### src/rtl/croma_button_sequencer.sv
// croma_button_sequencer: synchronises and debounces three push-buttons into UP/down step pulses and a TONO/LETRA/PANTALLA target select.
// Define AUTOREPEAT_EN to build the held-button auto-repeat timer; without it every press gives exactly one step.
module croma_button_sequencer #(
    parameter logic [15:0] DEBOUNCE_CYCLES = 16'd50000,
    parameter logic [23:0] REPEAT_DELAY    = 24'd5000000,
    parameter logic [23:0] REPEAT_PERIOD   = 24'd1000000
) (
    input  logic       clk,
    input  logic       reset,
    input  logic       btn_up,
    input  logic       btn_down,
    input  logic       btn_mode,
    output logic       UP,
    output logic       down,
    output logic       TC,
    output logic       LP,
    output logic [1:0] mode
);

    localparam logic [1:0] S_TONO     = 2'b00;
    localparam logic [1:0] S_LETRA    = 2'b01;
    localparam logic [1:0] S_PANTALLA = 2'b10;

    localparam int B_UP   = 0;
    localparam int B_DN   = 1;
    localparam int B_MODE = 2;

    logic [2:0]  r_sync1;
    logic [2:0]  r_sync2;
    logic [1:0]  r_fill;
    logic [2:0]  r_deb;
    logic [2:0]  r_deb_d;
    logic [2:0]  r_arm;
    logic [15:0] r_cnt [3];
    logic        r_lock;
    logic        r_up;
    logic        r_dn;
    logic [1:0]  r_state;
    logic        r_tc;
    logic        r_lp;

    logic [2:0]  w_rise;
    logic        w_mode_adv;
    logic        w_step_up;
    logic        w_step_dn;
    logic        w_rep_up;
    logic        w_rep_dn;
    logic [1:0]  w_next_state;
    logic        w_tc;
    logic        w_lp;

    always_ff @(posedge clk or posedge reset) begin
        if (reset) begin
            r_sync1 <= '0;
            r_sync2 <= '0;
            r_fill  <= '0;
        end else begin
            r_sync1 <= {btn_mode, btn_down, btn_up};
            r_sync2 <= r_sync1;
            r_fill  <= {r_fill[0], 1'b1};
        end
    end

    // A button is armed only once it has been seen released after reset, so a
    // press held through reset never produces a step or mode change.
    always_ff @(posedge clk or posedge reset) begin
        if (reset) begin
            r_deb   <= '0;
            r_deb_d <= '0;
            r_arm   <= '0;
            for (int i = 0; i < 3; i++) begin
                r_cnt[i] <= '0;
            end
        end else begin
            r_deb_d <= r_deb;
            for (int i = 0; i < 3; i++) begin
                r_arm[i] <= r_arm[i] | (r_fill[1] & ~r_sync2[i] & ~r_deb[i]);
                if (r_sync2[i] == r_deb[i]) begin
                    r_cnt[i] <= '0;
                end else if (r_cnt[i] == DEBOUNCE_CYCLES - 16'd1) begin
                    r_deb[i] <= r_sync2[i];
                    r_cnt[i] <= '0;
                end else begin
                    r_cnt[i] <= r_cnt[i] + 16'd1;
                end
            end
        end
    end

    assign w_rise     = r_deb & ~r_deb_d & r_arm;
    assign w_mode_adv = w_rise[B_MODE];

    assign w_step_up = w_rise[B_UP] & ~r_deb[B_DN] & ~r_lock & ~w_mode_adv;
    assign w_step_dn = w_rise[B_DN] & ~r_deb[B_UP] & ~r_lock & ~w_mode_adv;

    always_ff @(posedge clk or posedge reset) begin
        if (reset) begin
            r_lock <= 1'b0;
        end else if (w_mode_adv && (r_deb[B_UP] || r_deb[B_DN])) begin
            r_lock <= 1'b1;
        end else if (!r_deb[B_UP] && !r_deb[B_DN]) begin
            r_lock <= 1'b0;
        end
    end

`ifdef AUTOREPEAT_EN
    logic [23:0] r_rep_tmr;
    logic        r_rep_run;
    logic        r_rep_started;
    logic        w_rep_keep;
    logic        w_rep_fire;
    logic        w_first_step;

    assign w_first_step = w_step_up | w_step_dn;
    assign w_rep_keep   = r_rep_run & (r_deb[B_UP] ^ r_deb[B_DN]) & ~r_lock & ~w_mode_adv;
    assign w_rep_fire   = w_rep_keep &
                          (r_rep_started ? (r_rep_tmr == REPEAT_PERIOD - 24'd1)
                                         : (r_rep_tmr == REPEAT_DELAY - 24'd1));

    // The timer restarts on every issued pulse; it saturates rather than wraps.
    always_ff @(posedge clk or posedge reset) begin
        if (reset) begin
            r_rep_tmr     <= '0;
            r_rep_run     <= 1'b0;
            r_rep_started <= 1'b0;
        end else if (w_first_step) begin
            r_rep_tmr     <= '0;
            r_rep_run     <= 1'b1;
            r_rep_started <= 1'b0;
        end else if (!w_rep_keep) begin
            r_rep_tmr     <= '0;
            r_rep_run     <= 1'b0;
            r_rep_started <= 1'b0;
        end else if (w_rep_fire) begin
            r_rep_tmr     <= '0;
            r_rep_started <= 1'b1;
        end else if (r_rep_tmr != 24'hFF_FFFF) begin
            r_rep_tmr <= r_rep_tmr + 24'd1;
        end
    end

    assign w_rep_up = w_rep_fire & r_deb[B_UP];
    assign w_rep_dn = w_rep_fire & r_deb[B_DN];
`else
    logic w_unused_cfg;
    assign w_unused_cfg = ^{REPEAT_DELAY, REPEAT_PERIOD};
    assign w_rep_up     = 1'b0;
    assign w_rep_dn     = 1'b0;
`endif

    always_ff @(posedge clk or posedge reset) begin
        if (reset) begin
            r_up <= 1'b0;
            r_dn <= 1'b0;
        end else begin
            r_up <= w_step_up | w_rep_up;
            r_dn <= w_step_dn | w_rep_dn;
        end
    end

    always_ff @(posedge clk or posedge reset) begin
        if (reset) begin
            r_state <= S_TONO;
            r_tc    <= 1'b1;
            r_lp    <= 1'b0;
        end else begin
            r_state <= w_next_state;
            r_tc    <= w_tc;
            r_lp    <= w_lp;
        end
    end

    always_comb begin
        w_next_state = r_state;
        case (r_state)
            S_TONO:     if (w_mode_adv) w_next_state = S_LETRA;
            S_LETRA:    if (w_mode_adv) w_next_state = S_PANTALLA;
            S_PANTALLA: if (w_mode_adv) w_next_state = S_TONO;
            default:    w_next_state = S_TONO;
        endcase
    end

    // Select lines are decoded from the next state so they move with mode.
    always_comb begin
        w_tc = 1'b0;
        w_lp = 1'b0;
        case (w_next_state)
            S_TONO:  w_tc = 1'b1;
            S_LETRA: w_lp = 1'b1;
            default: begin
                w_tc = 1'b0;
                w_lp = 1'b0;
            end
        endcase
    end

    assign UP   = r_up;
    assign down = r_dn;
    assign TC   = r_tc;
    assign LP   = r_lp;
    assign mode = r_state;

endmodule

### config.mk
export PLATFORM = sky130hd
export DESIGN_NAME = croma_button_sequencer
export DESIGN_NICKNAME = d
export VERILOG_FILES = /design/src/rtl/croma_button_sequencer.sv
export SDC_FILE = /design/constraint.sdc
export NUM_CORES = 1
export LEC_CHECK = 0
export ABC_CLOCK_PERIOD_IN_PS = 2700
export BUFFER_PORTS_ARGS = -buffer_cell sky130_fd_sc_hd__buf_2
export CAP_MARGIN = 20
export CORE_ASPECT_RATIO = 0.9
export CORE_MARGIN = 3
export CORE_UTILIZATION = 55
export CTS_BUF_LIST = sky130_fd_sc_hd__clkbuf_8
export DETAILED_ROUTE_END_ITERATION = 7
export GPL_ROUTABILITY_DRIVEN = 1
export MAX_ROUTING_LAYER = met4
export PLACE_DENSITY_LB_ADDON = 0.25
export SKIP_LAST_GASP = 1
export SLEW_MARGIN = 40
export SYNTH_ARGS = -nofsm -noshare
export SYNTH_HDL_FRONTEND = slang
export SYNTH_SLANG_ARGS = --single-unit
export TNS_END_PERCENT = 1
### constraint.sdc
create_clock -name clk -period 2.7 [get_ports clk]
set_clock_uncertainty 0.1 [all_clocks]
set_input_delay 0.27 -clock clk [delete_from_list [all_inputs] [get_ports clk]]
set_output_delay 0.27 -clock clk [all_outputs]
set_load 0.005 [all_outputs]
# After elaboration in Yosys (flattened, before gate mapping)
# Index checks and enable logic that the tools add are counted.
# totals
output_inout_bits,6
register_bits,72
elab_cells,83
# classes
bitwise,29
n_reduce_logical,11
n_eq_ne,9
muxes,14
addsub,3
# op_table
op,n
$mux 16,6
$add 16x1->16 const B,3
$eq 16x16->1 const B,3
$and 1x1->1,12
$not 1->1,11
$and 3x3->3,2
$mux 2,3
$pmux 2 s3,1
$reduce_and 2->1,3
$eq 2x1->1 const B,2
$logic_not 2->1,2
$mux 1,4
$eq 1x1->1,3
$not 3->3,1
$or 1x1->1,3
$eq 2x2->1 const B,1
$logic_and 1x1->1,2
$logic_not 1->1,2
$reduce_bool 2->1,1
$logic_or 1x1->1,1

# Logic depth before layout (Yosys ltp)
# Gate-level depths: netlist (run 1).
# logic_depth
word_depth,7
ltp_mapped,6
depth_no_buf,5

# Worst setup path before layout (run 1)
# No wires, ideal clock.
# synth_path
kind,reg2reg
from,register r_cnt[28] (netlist name)
to,register r_cnt[23] (netlist name)
required_time_ps,2481
stages_incl_launch_ff,6
period_less_slack_ps,1733
arrival_ps,1515
slack_ps,967
path_cell_list,dfrtp_1 nor4_1 nand3b_1 o41ai_4 buf_6 nor2_1
# synth_via
elab_chain_len,3
# synth_lines
item,line,rtl
"start, declared",34,logic [15:0] r_cnt [3];
"start signal, assigned by index",84,r_cnt[i] <= r_cnt[i] + 16'd1;
$eq 16x16->1,80,end else if (r_cnt[i] == DEBOUNCE_CYCLES - 16'd1) begin
$mux 16,80,
$mux 16,78,if (r_sync2[i] == r_deb[i]) begin
# Every way passes these cells.
# A chain may end at the register's enable or synchronous reset.

# Worst setup path in the final report (run 1)
# layout_path
from,register r_cnt[28] (netlist name)
to,register r_cnt[19] (netlist name)
# Same word-level chain as after synthesis.

==> metrics, run 1 <==
largest net degree at the start of global routing 73; Non-Filler Instances roughly 380; worst slew pin tran 0.520 ns; Netlist cell types 34; first-pass GRT wire length 9160 um; crit-path max cell delay 0.45 ns; PD cells 568 nW/um2; cells along the critical path nor4_1, nand3b_1, o41ai_4, buf_4, nor2_1; min Tclk post-route between 1.5 and 2 ns; Detail Route Antenna Nets 0; DIE AREA between 6000 and 7000 um2; Req. time, crit path 2.82 ns; Slew headroom 65.2%; Placed Cells roughly 360; root buf cell clkbuf_8; Post-synth EDFFs 0; Largest delay share family, worst path simple AND/OR/NAND/NOR gates; IO Port Bufs 10; register area around 1800 um2; RSZ-0062 raised after global routing no; share of post-route cells with drive strength above 1 about an eighth; Post-Syn Nets 296; post-layout util 65.4%; sequential area share after synthesis a little under three fifths; Clock Pin Slew Worst Setup and Hold Paths about 0.070 ns; post-synth top area cell dfrtp_1; Clock Path Buffers 2; CP Launch Type flop; routed wire length 5220 um; H-tree levels 3; max-slew violations 0; final hold viol count 0; Die Wd 85.7 um; Cells after Synth 288; worst hold slack 0.250 ns; worst hold path class reg2reg; count leader, synth dfrtp_1; Yosys top cell area share between 50% and 60%; Initial Util 58.4%; Clock Latency Late Sink 0.34 ns; via count 2061; CP endpoint kind flop; ANT cells 0; Layout area overhead 12.1%; largest cells by area after synthesis dfrtp_1, xnor2_1, nor2_1, nor4_1, xor2_1; Final nets 320; number of CTS-inserted buffers 9; DPL Wire Length 3520 um; Ys Warns 0; vias in the first global route roughly 2.0k; CTS tree done; CP Buf/Inv Count 1; area of the multi-input gates 1280 um2; post-CTS setup buffer count 0; via/cell ratio 5.37; main flop type after synthesis dfrtp_1; core area 5380 um2; crit path DAT 2.01 ns; syn avg cell area 10.9 um2; setup TNS 0 ns; peak supply drop ~0.47 mV; total power 0.00200 W; CP Max Fanout 12; Mapped Area 3140 um2; Die Span Y 77.7 um; Peak Freq between 500 and 600 MHz; Leakage 1.48 nW; Async SR Flop Fraction between 90% and 100%; I/O Pins 11; # rows 25; drt wl/cell approximately 14 um; status completed; Fillers 437; crit path kind reg2reg; 1st-iter DRT viols 152; antenna violations before repair 0; max-cap violation count 0; Final period util 69.7%; CTS Sinks between 70 and 80; first-pass iteration count of the detailed router 4; Crit-path slowest cell o41ai_4; register bit count reported by yosys 72; Setup-failing EPs final 0; DRC 0; remaining global-route overflow 0; total track usage 18.4%; top cells by count, synth dfrtp_1, nor2_1, xnor2_1; gpl congestion approximately 0.84
## final timing paths
kind	end	slack (ns)	from	cells after the start
max in group asynchronous	TC	1.72	reset	4
hold / removal	r_sync2[0]	0.25	r_sync1[0]	0
setup reg to reg	r_cnt[19]	0.82	r_cnt[28]	5
hold reg to reg	r_sync2[0]	0.25	r_sync1[0]	0
setup / recovery	r_cnt[19]	0.82	r_cnt[28]	5
min in group asynchronous	r_cnt[18]	0.44	reset	4
## sequential cells by signal (all words and copies together) (netlist names)
register and flops:
r_deb_d 3, r_cnt 48, mode 2, r_sync2 3, down 1, TC 1, r_fill 2, UP 1
r_lock 1, LP 1, r_sync1 3, r_deb 3, r_arm 3
## placed cells by master, fill, tap and decap left out, drive strengths merged
cell type,n
nand3b,3
buf,12
clkbuf,10
nand4,11
xor2,9
o21ai,1
nand4bb,2
nand3,17
dlygate4sd3,4
and4bb,1
nor2,61
a21oi,1
conb,1
o41ai,1
nor4bb,3
xnor2,36
clkinv,3
dfstp,1
mux2,3
o31ai,1
nor4b,2
clkinvlp,1
inv,12
a21o,3
ha,3
nand2b,2
nor3,11
dfrtp,71
nor4,13
and3,4
or4,1
nand2,10
bufinv,1
or2,1
o21a,1
## where the power goes
part | internal, W | switching, W
combinational | 0.0000233 | 0.0000424
clock | 0.000447 | 0.000380
sequential | 0.00110 | 0.0000146
total | 0.00156 | 0.000437
## metal layers
layer | routed length [um] | global-route usage, % | vias to the layer above
met5 | 0 | - | -
met4 | 86 | 7.91 | 0
met3 | 174 | 6.16 | 9
met2 | 2300 | 25.6 | 28
met1 | 2660 | 24.7 | 996
li1 | - | - | 1028
## layout make-up
class	instances	area share, %
clock inverter	6	1.71
sequential	72	51.2
timing repair buffer	16	3.34
clock buffer	10	3.91
inverter	11	1.17
tap	67	2.38
multi-input combinational	202	36.3
## what timing repair did
| action | CTS | global route |
|---|---|---|
| resized for setup | 0 | 0 |
| endpoints found under the hold margin | 74 | 0 |
| hold buffers | 4 | 0 |
## per-stage QoR
stage / instance area (um2) / setup WS (ns)
final: 3520 / 0.817
after floorplan: 3140 / 0.507
after global placement: 3280 / 0.875
after CTS: 3520 / 0.823
after detailed placement: 3280 / 0.837
after global routing: 3520 / 0.669
## cells by family after synthesis
| kind of cell | Yosys count | synth area share, % |
|---|---|---|
| simple gates | 142 | 23.3 |
| flops | 72 | 57.4 |
| xor+xnor | 45 | 12.5 |
| buf+inv | 14 | 1.95 |
| compound gates | 8 | 2.39 |
| fa+ha+maj | 3 | 1.19 |
| mux | 3 | 1.08 |
| other cells | 1 | 0.119 |
(Power assumes the default switching activity.)
==> run 2: changes to the inputs <==
Settings changed: ABC_CLOCK_PERIOD_IN_PS 2700 to 1900.
Clock period 2.7 ns to 1.9 ns, I/O delays scaled along.
==> metrics, run 2 (synthesis gave the netlist of run 1 again) <==
remaining global-route overflow 0; worst slew pin tran 0.566 ns; post-CTS setup buffer count 0; Leakage 1.54 nW; DPL Wire Length 3840 um; Setup Slack @ Placement 0.0598 ns; largest net degree at the start of global routing 27; Setup-failing EPs final 0; DRC 0; crit path DAT 1.94 ns; placed instance area between 3000 and 4000 um2; Detail Route Antenna Nets 0; min Tclk post-route 1.81 ns; final hold viol count 0; CP Depth 4; core area roughly 5400 um2; max reg flops 48; Final nets 328; CTS tree done; Clock Latency Late Sink ~0.34 ns; DIE AREA 6660 um2; Hold Path Depth 0; CP endpoint kind flop; ANT cells 0; commonest non-fill, non-tap cells in the layout dfrtp_1, nor2_1, xnor2_1; Crit-path slowest cell dfrtp_1; Layout area overhead 16.5%; Clock Pin Slew Worst Setup and Hold Paths roughly 0.080 ns; crit path kind reg2reg; metal3 WL between 200 and 250 um; DR WL met2 2620 um; routed wire length 5560 um; Clock Path Buffers 2; CP Launch Type flop; FF-to-FF path depth 4; Die Span Y 77.7 um; Non-Filler Instances 392; worst hold slack 0.256 ns; IO Port Bufs 10; setup ws final 0.0932 ns; Largest Register r_cnt; status completed; setup TNS 0 ns; vias in the first global route 2108; crit-path max cell delay 0.43 ns; Req. time, crit path 2.03 ns; via count roughly 2.2k; CTS Sinks just over 70; root buf cell clkbuf_8; number of CTS-inserted buffers 9; peak supply drop 0.699 mV; Initial Util around 60%; I/O Pins 11; fin area ~3700 um2; # rows 25; commonest non-fill, non-tap cell in the layout dfrtp_1; gpl congestion 0.833; first-pass GRT wire length around 10000 um; share of post-route cells with drive strength above 1 14.5%; antenna violations before repair 0; Slew headroom between 60 and 70%; max-slew violations 0; max-cap violation count 0; total track usage 19.6%; worst hold path class reg2reg; via/cell ratio 5.55; RSZ-0062 raised after global routing yes; Die Wd 85.7 um; Final period util 95.1%; PD cells approximately 860 nW/um2; CP Buf/Inv Count 0; CP Max Fanout 4; first-pass iteration count of the detailed router 4; 1st-iter DRT viols 152; Largest delay share family, worst path simple AND/OR/NAND/NOR gates; Peak Freq 553 MHz; top routing layer used met4; metal1 wirelength 2630 um; H-tree levels 3; Placed Cells between 300 and 400; cells along the critical path nor4_2, nand3b_1, nor4_1, mux2_2; drt wl/cell roughly 14 um
run 2: worst register-to-register path: cells and delay by family (launching register included):
| family | cells | cell delay (ns) |
|---|---|---|
| and+or+nand+nor | 3 | 0.81 |
| DFF | 1 | 0.43 |
| muxes | 1 | 0.37 |
run 2: worst paths after layout:
kind	slack [ns]	startpoint	end
setup / recovery	0.09	r_cnt[28]	r_deb[1]
hold / removal	0.26	r_sync1[2]	r_sync2[2]
setup reg to reg	0.09	r_cnt[28]	r_deb[1]
hold reg to reg	0.26	r_sync1[2]	r_sync2[2]
max in group asynchronous	0.80	reset	r_cnt[14]
min in group asynchronous	0.35	reset	r_cnt[6]
run 2: cell type report:
cell class                      instances  area [um2]
Timing Repair Buffer                   24         190
Clock inverter                          6         116
Clock buffer                           10         138
Fill cell                             401        1720
Sequential cell                        72        1800
Tap cell                               67        83.8
Multi-Input combinational cell        202        1280
Inverter                               11        45.0
run 2: where the power goes:
group | leakage, nW | internal [W] | switching [W]
Combinational | 0.454 | 0.0000450 | 0.0000645
Sequential | 0.961 | 0.00156 | 0.0000207
Clock | 0.127 | 0.000914 | 0.000559
run 2: timing repair:
action / 4_1_cts / 5_1_grt
endpoints found under the setup margin: 0 / 17
resized for setup: 0 / 1
hold buffers: 4 / 0
hold endpoints to repair: 25 / 0
run 2: through the flow:
stage	utilization (%)	power, W
4_1_cts	67.9	0.00321
3_3_place_gp	62.4	0.00171
5_1_grt	68.0	0.00328
6_report	68.0	0.00316
3_5_place_dp	62.4	0.00171
2_1_floorplan	-	0.00167
run 2: per-layer routing:
metal	global-route usage, %	vias up
met5	-	-
met4	5.38	0
met1	27.7	1070
met3	5.84	6
li1	-	1046
met2	27.7	52
